===== src/rtl/mic_passcode_detect.sv =====
// Clap-pattern passcode detector: counts hysteretic clap onsets with legal spacing and unlocks micD.
// Optional `PASSCODE_LOCKOUT_EN adds a timed LOCKOUT state after three consecutive failed attempts.
module mic_passcode_detect #(
    parameter logic [11:0] THRESH          = 12'd2500,
    parameter logic [11:0] HYST            = 12'd300,
    parameter logic [15:0] GAP_MIN         = 16'd2000,
    parameter logic [15:0] GAP_MAX         = 16'd20000,
    parameter logic [3:0]  CODE_LEN        = 4'd3,
    parameter logic [19:0] LOCKOUT_SAMPLES = 20'd200000
) (
    input  logic        clk,
    input  logic        rst_n,
    input  logic        sample_en,
    input  logic [11:0] mic_in,
    input  logic        sw_clear,
    output logic        micD,
    output logic        clap_pulse,
    output logic [3:0]  clap_cnt,
    output logic [1:0]  fail_cnt
);

    // Release level is THRESH - HYST, clamped to zero when HYST exceeds THRESH.
    localparam logic [12:0] REL_DIFF = {1'b0, THRESH} - {1'b0, HYST};
    localparam logic [11:0] REL_LVL  = REL_DIFF[12] ? 12'd0 : REL_DIFF[11:0];

    if (CODE_LEN == 4'd0 || LOCKOUT_SAMPLES == 20'd0) begin : g_bad_param
        $error("mic_passcode_detect: CODE_LEN and LOCKOUT_SAMPLES must be non-zero");
    end

`ifdef PASSCODE_LOCKOUT_EN
    typedef enum logic [2:0] {
        S_IDLE, S_CLAP_HIGH, S_WAIT_GAP, S_UNLOCKED, S_LOCKOUT
    } state_t;
`else
    typedef enum logic [2:0] {
        S_IDLE, S_CLAP_HIGH, S_WAIT_GAP, S_UNLOCKED
    } state_t;
`endif

    state_t      state_q, state_d;
    logic [15:0] gap_q, gap_d, gap_inc;
    logic [3:0]  cnt_q, cnt_d;
    logic [1:0]  fail_q, fail_d, fail_sat;
    logic        pulse_q, pulse_d;
    logic        micd_q, micd_d;
    logic        onset, release_lvl, do_fail;
`ifdef PASSCODE_LOCKOUT_EN
    logic [19:0] lock_q, lock_d, lock_inc;
`endif

    assign onset       = (mic_in >= THRESH);
    assign release_lvl = (mic_in < REL_LVL);
    assign gap_inc     = (gap_q == '1) ? gap_q : gap_q + 16'd1;
    assign fail_sat    = (fail_q == 2'd3) ? fail_q : fail_q + 2'd1;
`ifdef PASSCODE_LOCKOUT_EN
    assign lock_inc    = lock_q + 20'd1;
`endif

    always_comb begin
        state_d = state_q;
        gap_d   = gap_q;
        cnt_d   = cnt_q;
        fail_d  = fail_q;
        pulse_d = 1'b0;
        do_fail = 1'b0;
`ifdef PASSCODE_LOCKOUT_EN
        lock_d  = lock_q;
`endif
        if (sample_en) begin
            case (state_q)
                S_IDLE: begin
                    if (onset) begin
                        state_d = S_CLAP_HIGH;
                        cnt_d   = 4'd1;
                        pulse_d = 1'b1;
                        gap_d   = '0;
                    end
                end
                S_CLAP_HIGH: begin
                    if (release_lvl) begin
                        state_d = S_WAIT_GAP;
                        gap_d   = '0;
                    end else begin
                        gap_d = gap_inc;
                        if (gap_inc >= GAP_MAX) do_fail = 1'b1;
                    end
                end
                S_WAIT_GAP: begin
                    // A qualified onset wins over gap expiry; an early onset is an echo.
                    if (onset && gap_q >= GAP_MIN) begin
                        if (cnt_q >= CODE_LEN) begin
                            do_fail = 1'b1;
                        end else begin
                            state_d = S_CLAP_HIGH;
                            cnt_d   = cnt_q + 4'd1;
                            pulse_d = 1'b1;
                            gap_d   = '0;
                        end
                    end else begin
                        gap_d = gap_inc;
                        if (gap_inc >= GAP_MAX) begin
                            if (cnt_q == CODE_LEN) begin
                                state_d = S_UNLOCKED;
                                fail_d  = '0;
                            end else begin
                                do_fail = 1'b1;
                            end
                        end
                    end
                end
                S_UNLOCKED: ;
`ifdef PASSCODE_LOCKOUT_EN
                S_LOCKOUT: begin
                    if (lock_inc >= LOCKOUT_SAMPLES) begin
                        state_d = S_IDLE;
                        fail_d  = '0;
                        lock_d  = '0;
                    end else begin
                        lock_d = lock_inc;
                    end
                end
`endif
                default: state_d = S_IDLE;
            endcase
        end

        if (do_fail) begin
            cnt_d   = '0;
            gap_d   = '0;
            fail_d  = fail_sat;
            state_d = S_IDLE;
`ifdef PASSCODE_LOCKOUT_EN
            if (fail_sat == 2'd3) begin
                state_d = S_LOCKOUT;
                lock_d  = '0;
            end
`endif
        end

        if (sw_clear) begin
            state_d = S_IDLE;
            cnt_d   = '0;
            fail_d  = '0;
            gap_d   = '0;
            pulse_d = 1'b0;
`ifdef PASSCODE_LOCKOUT_EN
            lock_d  = '0;
`endif
        end

        micd_d = (state_d == S_UNLOCKED);
    end

    always_ff @(posedge clk or negedge rst_n) begin
        if (!rst_n) begin
            state_q <= S_IDLE;
            gap_q   <= '0;
            cnt_q   <= '0;
            fail_q  <= '0;
            pulse_q <= 1'b0;
            micd_q  <= 1'b0;
        end else begin
            state_q <= state_d;
            gap_q   <= gap_d;
            cnt_q   <= cnt_d;
            fail_q  <= fail_d;
            pulse_q <= pulse_d;
            micd_q  <= micd_d;
        end
    end

`ifdef PASSCODE_LOCKOUT_EN
    always_ff @(posedge clk or negedge rst_n) begin
        if (!rst_n) lock_q <= '0;
        else        lock_q <= lock_d;
    end
`endif

    assign micD       = micd_q;
    assign clap_pulse = pulse_q;
    assign clap_cnt   = cnt_q;
    assign fail_cnt   = fail_q;

endmodule


===== config.mk =====
export PLATFORM = sky130hd
export DESIGN_NAME = mic_passcode_detect
export DESIGN_NICKNAME = d
export VERILOG_FILES = /design/src/rtl/mic_passcode_detect.sv
export SDC_FILE = /design/constraint.sdc
export NUM_CORES = 1
export LEC_CHECK = 0
export BUFFER_PORTS_ARGS = -buffer_cell sky130_fd_sc_hd__buf_2
export CORE_UTILIZATION = 55
export CTS_BUF_LIST = sky130_fd_sc_hd__clkbuf_8
export DETAILED_ROUTE_END_ITERATION = 12
export GPL_TIMING_DRIVEN = 0
export PLACE_DENSITY = 0.77
export SYNTH_ARGS = -nofsm -noshare
export SYNTH_HDL_FRONTEND = slang
export SYNTH_SLANG_ARGS = --single-unit

===== constraint.sdc =====
create_clock -name clk -period 3.6 [get_ports clk]
set_input_delay 0.18 -clock clk [delete_from_list [all_inputs] [get_ports clk]]
set_output_delay 0.18 -clock clk [all_outputs]
set_load 0.01 [all_outputs]

After elaboration in Yosys (flattened, before gate mapping)
Index checks and enable logic that the tools add are counted.
- equality and inequality tests: 13
- add/subtract/negate cells: 3
- multiplexer cells: 48
- reductions and logical operators: 11
- magnitude comparators: 5
- operators by type and width (kind ; number):
    2-to-1 mux 16 bit ; 8
    one-hot mux 16 bit (3 select lines) ; 1
    2-to-1 mux 3 bit ; 9
    2-to-1 mux 4 bit ; 6
    adder 16 x 1 -> 16 bit, second input constant ; 1
    equality test 16 bit, second input constant ; 1
    greater-or-equal comparator 16 x 11 -> 1 bit, second input constant ; 1
    greater-or-equal comparator 16 x 15 -> 1 bit, second input constant ; 1
    2-to-1 mux 2 bit ; 8
    greater-or-equal comparator 12 bit, second input constant ; 1
    less-than comparator 12 bit, second input constant ; 1
    2-to-1 mux 1 bit ; 12
    != test 4 bit, second input constant ; 3
    one-hot mux 3 bit (4 select lines) ; 1
    nonzero test 3 bit ; 4
    equality test 3 x 2 -> 1 bit, second input constant ; 3
    one-hot mux 4 bit (2 select lines) ; 1
    != test 3 bit, second input constant ; 2
    AND reduction 6 bit ; 1
    != test 5 bit, second input constant ; 1
    AND reduction 5 bit ; 1
    nonzero test 5 bit ; 1
    adder 4 x 1 -> 4 bit, second input constant ; 1
    equality test 4 x 2 -> 1 bit, second input constant ; 1
    other kinds (9) ; 10
- logic and storage cells: 86
- register bits after elaboration: 27
- input bits: 16
- output and inout port bits: 8

Logic depth before layout (Yosys ltp)
Gate-level depths: netlist (run 1).
- depth after elaboration: 10
- mapped depth: 11
- mapped depth without buffers: 9

Worst setup path after synthesis (run 1)
No wires, ideal clock.
- kind: register -> register
- start point: register gap_q[1]
- end point: register gap_q[2]
- path buffers: 2
- cell stages (with the launch flop): 11
- setup slack: 724 ps
- setup time: 126 ps
- data required time: 3474 ps
- data arrival time: 2750 ps
- period minus slack after synthesis: 2876 ps
- cell sequence: dfrtp_1 > ha_1 > nand3_1 > buf_2 > or4_4 > a2bb2o_1 > nor4_4 > a211oi_1 > or2_2 > clkbuf_1 > a221o_1
- word-level cells in the longest chain between the ends: 9
- elaborated cells on any way between the ends: 23
- those cells by class: 1 x add/sub; 2 x order compare; 3 x eq/ne; 13 x mux; 4 x reduce/logical
- RTL lines (item ; line ; text):
    start: declaration ; 41 ; logic [15:0] gap_q, gap_d, gap_inc;
    start signal: assignment ; 164 ; gap_q <= gap_d;
    adder 16 x 1 -> 16 bit or equality test 16 bit (tied branches) ; 53 ; assign gap_inc = (gap_q == '1) ? gap_q : gap_q + 16'd1;
    2-to-1 mux 16 bit ; 53 ;
    greater-or-equal comparator 16 x 15 -> 1 bit ; 85, 101 ;
    2-to-1 mux 1 bit (on tied branches) ; 101, 85 ;
    2-to-1 mux 1 bit (on tied branches) ; 90, 80 ;
    one-hot mux 1 bit (2 select lines) ; 70 ; case (state_q)
    2-to-1 mux 1 bit ; 69 ; if (sample_en) begin
    != test 5 bit (no source line) (tied with other cells) ; n/a ;
    AND reduction 4 bit (no source line) or 2-to-1 mux 16 bit (tied branches) ; n/a ;
Parallel ways exist; a longest one is shown, timed or not. The select of a mux whose other input is x is not followed.
A chain may end at the register's enable or synchronous reset.

Final worst setup path (run 1)
- start point: register gap_q[1]
- end point: register fail_q[0] (netlist: fail_cnt[0])
- word-level cells in the longest chain between the ends: 9
- elaborated cells on any way between the ends: 21
- those cells by class: 1 x add/sub; 2 x order compare; 3 x eq/ne; 9 x mux; 6 x reduce/logical
- RTL lines (item ; line ; text):
    adder 16 x 1 -> 16 bit or equality test 16 bit (tied branches) ; 53 ;
    2-to-1 mux 16 bit ; 53 ;
    greater-or-equal comparator 16 x 15 -> 1 bit ; 85, 101 ;
    2-to-1 mux 1 bit (on tied branches) ; 101, 85 ;
    2-to-1 mux 1 bit (on tied branches) ; 90, 80 ;
    one-hot mux 1 bit (2 select lines) ; 70 ;
    2-to-1 mux 1 bit ; 69 ;
    != test 3 bit (no source line) (tied with other cells) ; n/a ;
    AND reduction 6 bit (no source line) or 2-to-1 mux 2 bit (tied branches) ; n/a ;
    end signal: assignment ; 166 ; fail_q <= fail_d;
    end: declaration ; 43 ; logic [1:0] fail_q, fail_d, fail_sat;
Parallel ways exist; a longest one is shown, timed or not.

==> impl_metrics.csv, run 1 <==
group,metric,value,unit
cts,clk_path_buf_depth,2,
sta,rsz0062_at_grt,"no",
cts,cts_setup_buffers,0,
cts,clkTransAtPathRegs,100,ps
final_layout,num_antenna_cells,0,
yosys,async_flop_share,100.0,%
critical_path,worstSetupPathType,"flop to flop",
critical_path,path_delay_family,"simple AND/OR/NAND/NOR gates",
sta,tns,0,ps
yosys,yosysUniqueCellTypes,59,
critical_path,crit_cells,10,
pwr,p_per_area,262.2,nW/um^2
placed_design,place_inst,307,
route,viasPerCell,6.356,
yosys,synth_area_per_cell,8.462,sq um
global_route,grt-ovfl-total,0,
critical_path,required,3770,ps
pwr,power_frac_comb,16.7,%
route,wire_per_inst,15.62,um
pwr,internal_power,0.4222,mW
pwr,clkPwrFrac,30.7,%
critical_path,crit_path_start_kind,"flop",
sta,finalClockSkew,3.351,ps
route,vias,1983,
global_route,grt_pass1_wl,8514,um
placed_design,portBuffers,20,
die,io_pins,24,
job,cap_violations,0,
die,die_w,62.90,um
route,dr.pass1.iters,4,
yosys,synthCells,241,
cts,cts_root_buffer,"clkbuf_8",
final_layout,final_cell_mix,"27 x dfrtp_1, 24 x buf_2, 19 x nand2_1",
pwr,p_seq_share,52.6,%
critical_path,r2r_cells,10,
sta,setup-violations-final,0,
sta,min_period,3256,ps
critical_path,critical_path.endpoint_type,"flop",
critical_path,crit_start,"gap_q[1]",
final_layout,synthToLayoutAreaGrowth,11.17,%
die,initial_core_util,59.25,%
yosys,ys_seq_area_share,33.13,%
critical_path,crit_chain,"ha_1, nand3_1, buf_2, or4_4, a2bb2o_1, nor4_4, a21oi_1, a211oi_1, nand2b_1, mux2_1",
worst_hold_path,min_from,"sample_en",
route,drt-total-wl,4872,um
global_route,grt_pass1_vias,1940,
critical_path,r2r_slack,340,ps
sta,worst_slew_pin_slew,630.0,ps
cts,tritoncts,"yes",
route,drc,0,
cts,insertion_delay,280,ps
pwr,p_sw,0.1723,mW
pwr,switching_share,28.98,%
pwr,leakage,0.9471,nW
global_route,grt_max_degree,28,
final_layout,layout-drive-gt1-share,17.29,%
route,drt_iter0_markers,264,
critical_path,path_max_fanout,10,
global_route,track_usage,27.01,%
pwr,total_power,0.5944,mW
sta,whs,366.7,ps
placed_design,hpwl,3490,um
sta,finalMaxSlewViolations,0,
yosys,synth_flop_cell,"dfrtp_1",
die,rows,21,
critical_path,r2r-start,"gap_q[1]",
route,final_antenna_net_count,0,
final_layout,layout_commonest_cell,"dfrtp_1",
pwr,ir_worst_vdd,0.2028,mV
placed_design,gp_congestion,0.9126,
critical_path,worstPathArrival,3430,ps
critical_path,cpMaxStageDelayCell,"or4_4",
worst_hold_path,hold_depth,2,
final_layout,nets,287,
cts,cts_buffers,3,
cts,clock-sinks,27,
yosys,synth_edf_count,0,
sta,max_freq,307.1,MHz
critical_path,cp_num_buf_inv,1,
sta,slew_headroom,58.00,%
yosys,syn_area,2039,sq um
yosys,ys_warn_count,0,
worst_hold_path,min_to,"state_q[2]",
die,core-area,3442,sq um
yosys,ys_ff_latch,27,
final_layout,fill_cells,296,
cts,h-tree-depth,1,
critical_path,r2r-end,"fail_cnt[0]",
sta,hold_viol,0,
sta,fin_crit_sh,90.45,%
run_status,status,"complete, no violations",
critical_path,crit_path_max_incr_delay,570,ps
global_route,antenna_found_initial,0,
yosys,synth_nets,261,
final_layout,layout.cells.non_filler,312,
worst_hold_path,hp-class,"input pin to flop",
die,die_y,62.90,um
die,dieArea,3956,sq um
cells in the mapped netlist, types with 2 or more instances:
cell type,count,area share [%]
a2111o_1,2,1.1
a211o_1,2,0.86
a211oi_1,5,1.8
a21o_1,5,1.8
a21oi_1,14,3.4
and3_1,2,0.61
buf_2,4,0.98
buf_4,3,1.1
buf_6,2,1.1
clkbuf_1,6,1.1
dfrtp_1,27,33
ha_1,4,2.5
inv_1,10,1.8
mux2_2,2,1.1
mux2i_1,3,1.5
nand2_1,19,3.5
nand2b_1,7,2.1
nand3_1,10,2.5
nand4_1,7,2.1
nor2_1,19,3.5
nor3_1,14,3.4
nor3b_1,6,2.2
nor4_1,5,1.5
nor4b_2,2,1.5
o211a_1,2,0.98
o211ai_1,4,1.5
o21ai_0,10,2.5
o21ai_1,4,0.98
o22ai_1,2,0.61
o31a_1,2,0.86
o31ai_1,4,1.5
or2_2,2,0.61
or3_1,5,1.5
power groups by stage:
stage | registers, mW | logic (mW) | clock network, mW
floorplan | 0.319 | 0.0631 | 0
global placement | 0.319 | 0.0955 | 0
detailed placement | 0.318 | 0.0972 | 0
CTS | 0.312 | 0.0982 | 0.189
global route | 0.313 | 0.113 | 0.195
finish | 0.313 | 0.0993 | 0.183
worst max-delay path by stage:
stage	endpoint	slack [ps]
after detailed placement	gap_q[0]	180
after global routing	gap_q[13]	100
after CTS	gap_q[0]	150
after floorplan	gap_q[2]	720
final	fail_cnt[0]	340
after global placement	gap_q[0]	130
metal layers:
| metal | vias up | share of wire (%) | GRT usage, % |
|---|---|---|---|
| met5 | - | 0 | 0 |
| met4 | 0 | 2.2 | 13.08 |
| met3 | 11 | 3.9 | 2.920 |
| met2 | 62 | 49 | 46.24 |
| met1 | 944 | 45 | 33.53 |
| li1 | 966 | - | - |
flip-flops by register name, summed over array words and instances, names as in the netlist:
name / cells
gap_q: 16
clap_pulse: 1
micD: 1
fail_cnt: 2
state_q: 3
clap_cnt: 4
cell families after synthesis:
logic type                 after synthesis  synth area share [%]
adders and majority gates                4                 2.454
xor gates and xnor gates                 1                0.4295
buffers and inverters                   26                 6.319
muxes                                    6                 3.129
DFF                                     27                 33.13
and+or+nand+nor                        109                 31.17
AOI/OAI and AO/OA                       68                 23.38
per-stage QoR:
stage                     cell area [sq um]  util (%)  setup slack [ps]
after floorplan                        2039         -             724.4
after global placement                 2197     63.83             133.0
after detailed placement               2197     63.83             180.4
after CTS                              2256     65.54             149.8
after global routing                   2267     65.87             104.1
final                                  2267     65.87             343.7
cell type report:
class	instances	area (sq um)	area share, %
Buffer	16	91.34	4.029
Clock buffer	3	41.29	1.821
Clock inverter	1	7.507	0.3311
Inverter	10	37.54	1.656
Multi-Input combinational cell	188	1246	54.97
Sequential cell	27	675.6	29.80
Tap cell	46	57.56	2.539
Timing Repair Buffer	21	110.1	4.857
worst register-to-register path: stages (launching register included):
cell and delay, ps:
dfrtp_1 450, ha_1 210, nand3_1 100, buf_2 210
or4_4 580, a2bb2o_1 330, nor4_4 210, a21oi_1 180
a211oi_1 390, nand2b_1 150, mux2_1 340
what timing repair did:
action,4_1_cts,5_1_grt
hold buffers,1,0
hold endpoints to repair,27,0
resized for setup,0,2
setup endpoints to repair,0,9
(Power assumes the default switching activity.)
==> inputs of run 2 (changes only) <==
--- a/config.mk
+++ b/config.mk
@@ -11,6 +11,7 @@
 export DETAILED_ROUTE_END_ITERATION = 12
 export GPL_TIMING_DRIVEN = 0
 export PLACE_DENSITY = 0.77
+export RECOVER_POWER = 25
 export SYNTH_ARGS = -nofsm -noshare
 export SYNTH_HDL_FRONTEND = slang
 export SYNTH_SLANG_ARGS = --single-unit
==> constraint.sdc (replaced) <==
create_clock -name clk -period 4.18 [get_ports clk]
set_input_delay 0.209 -clock clk [delete_from_list [all_inputs] [get_ports clk]]
set_output_delay 0.209 -clock clk [all_outputs]
set_load 0.01 [all_outputs]
==> impl_metrics.csv, run 2 (same netlist as run 1, synthesis figures left out) <==
group,metric,value,unit
final_layout,layout_commonest_cell,"dfrtp_1",
sta,max_freq,289.9,MHz
pwr,p_sw,0.1483,mW
route,drt_iter0_markers,301,
placed_design,gp_congestion,0.9126,
global_route,grt_pass1_vias,1940,
die,dieArea,3956,sq um
final_layout,nets,287,
route,vias,1940,
cts,cts_root_buffer,"clkbuf_8",
cts,tritoncts,"yes",
final_layout,fin_util,65.50,%
critical_path,required,4350,ps
sta,setup-violations-final,0,
cts,clkTransAtPathRegs,100,ps
sta,tns,0,ps
cts,cts_hold_buf,1,
final_layout,largest_reg_flops,16,
sta,slew_headroom,-0.5673,%
global_route,grt_max_degree,28,
route,dr.pass1.iters,4,
cts,cts_setup_buffers,0,
worst_hold_path,hp-class,"input pin to flop",
sta,fin_crit_sh,82.52,%
cts,h-tree-depth,1,
die,die_y,62.90,um
job,cap_violations,1,
die,io_pins,24,
placed_design,portBuffers,20,
sta,min_period,3449,ps
critical_path,crit_chain,"ha_1, nand3_1, buf_2, nor4_2, nor3_1, o22ai_1, a211oi_1, nor2_1, o21ai_0, mux2_2",
pwr,p_seq_share,52.6,%
final_layout,final_cell_mix,"27 x dfrtp_1, 23 x buf_2, 19 x nand2_1, 19 x nor2_1",
sta,worst_slew_pin_slew,1509,ps
placed_design,pre_cts_ws,760.4,ps
cts,cts_buffers,3,
final_layout,layout-drive-gt1-share,16.54,%
run_status,violations,"capacitance limit, slew limit",
final_layout,num_antenna_cells,0,
critical_path,critical_path.endpoint_type,"flop",
pwr,switching_share,28.99,%
die,die_w,62.90,um
critical_path,worstSetupPathType,"flop to flop",
global_route,antenna_found_initial,0,
route,final_antenna_net_count,0,
critical_path,crit_path_start_kind,"flop",
pwr,power_frac_comb,16.5,%
final_layout,regMostFlops,"gap_q",
critical_path,cpMaxStageDelayCell,"nor4_2",
die,core-area,3442,sq um
pwr,clkPwrFrac,30.9,%
global_route,track_usage,27.01,%
pwr,total_power,0.5116,mW
pwr,p_per_area,226.9,nW/um^2
sta,hold_viol,0,
final_layout,synthToLayoutAreaGrowth,10.55,%
die,initial_core_util,59.25,%
route,drt-total-wl,4840,um
cts,clk_path_buf_depth,2,
die,rows,21,
critical_path,crit_path_max_incr_delay,660,ps
pwr,ir_worst_vdd,0.1743,mV
global_route,grt-ovfl-total,0,
sta,finalClockSkew,1.614,ps
pwr,leakage,0.9267,nW
route,wire_per_inst,15.51,um
route,drc,0,
cts,clock-sinks,27,
global_route,grt_pass1_wl,8514,um
critical_path,path_max_fanout,10,
pwr,internal_power,0.3633,mW
sta,rsz0062_at_grt,"no",
sta,setup_ws,730.6,ps
placed_design,hpwl,3490,um
cts,insertion_delay,280,ps
cts,cts_resized,0,
critical_path,worstPathArrival,3620,ps
sta,finalMaxSlewViolations,28,
route,viasPerCell,6.218,
run_status,status,"complete, but fails checks",
-- run 2: cell count changes in the layout (fill, tap and decap cells not counted), sizes merged --
cell    delta
buf        -1
clkbuf     +1
-- run 2: metal layers --
| metal | vias to the layer above | track usage, % | share of wire, % |
|---|---|---|---|
| li1 | 966 | - | - |
| met1 | 907 | 33.53 | 44 |
| met2 | 58 | 46.24 | 49 |
| met3 | 9 | 2.920 | 4.8 |
| met4 | 0 | 13.08 | 1.9 |
| met5 | - | 0 | 0 |
-- run 2: stage by stage --
step                      cell area, sq um  cells  hold WS (ps)
final                                 2255    312         387.0
after global routing                  2255    312         455.7
after CTS                             2256    312         389.9
after detailed placement              2197    307         268.0
after global placement                2197    307         263.5
after floorplan                       2039    241        -86.59
-- run 2: power groups by stage --
stage | Combinational (mW) | Sequential, mW | Clock, mW
6_report | 0.0845 | 0.269 | 0.158
5_1_grt | 0.0966 | 0.270 | 0.168
4_1_cts | 0.0845 | 0.269 | 0.163
3_5_place_dp | 0.0838 | 0.274 | 0
3_3_place_gp | 0.0822 | 0.274 | 0
2_1_floorplan | 0.0543 | 0.275 | 0
-- run 2: worst paths after layout --
| path | start | depth (start not counted) | end | slack (ps) |
|---|---|---|---|---|
| setup / recovery | gap_q[1] | 10 | gap_q[0] | 730 |
| hold / removal | sample_en | 2 | state_q[2] | 390 |
| setup reg to reg | gap_q[1] | 10 | gap_q[0] | 730 |
| hold reg to reg | clap_cnt[3] | 1 | clap_cnt[3] | 590 |
| max in group asynchronous | rst_n | 2 | gap_q[11] | 2490 |
| min in group asynchronous | rst_n | 2 | gap_q[12] | 820 |
-- run 2: critical path, delay by kind of cell (launching register included) --
kind,cells,cell delay (ps)
simple gates,4,1460
compound gates,3,740
flops,1,440
mux,1,300
fa+ha+maj,1,210
buf+inv,1,200
-- run 2: cell type report --
| type | instances | area, sq um |
|---|---|---|
| multi-input cells | 188 | 1235 |
| fillers | 301 | 1187 |
| flip-flops and latches | 27 | 675.6 |
| repair buffers | 21 | 108.9 |
| plain buffers | 16 | 91.34 |
| well taps | 46 | 57.56 |
| clock buffers | 3 | 41.29 |
| inverters | 10 | 37.54 |
| clock inverters | 1 | 7.507 |
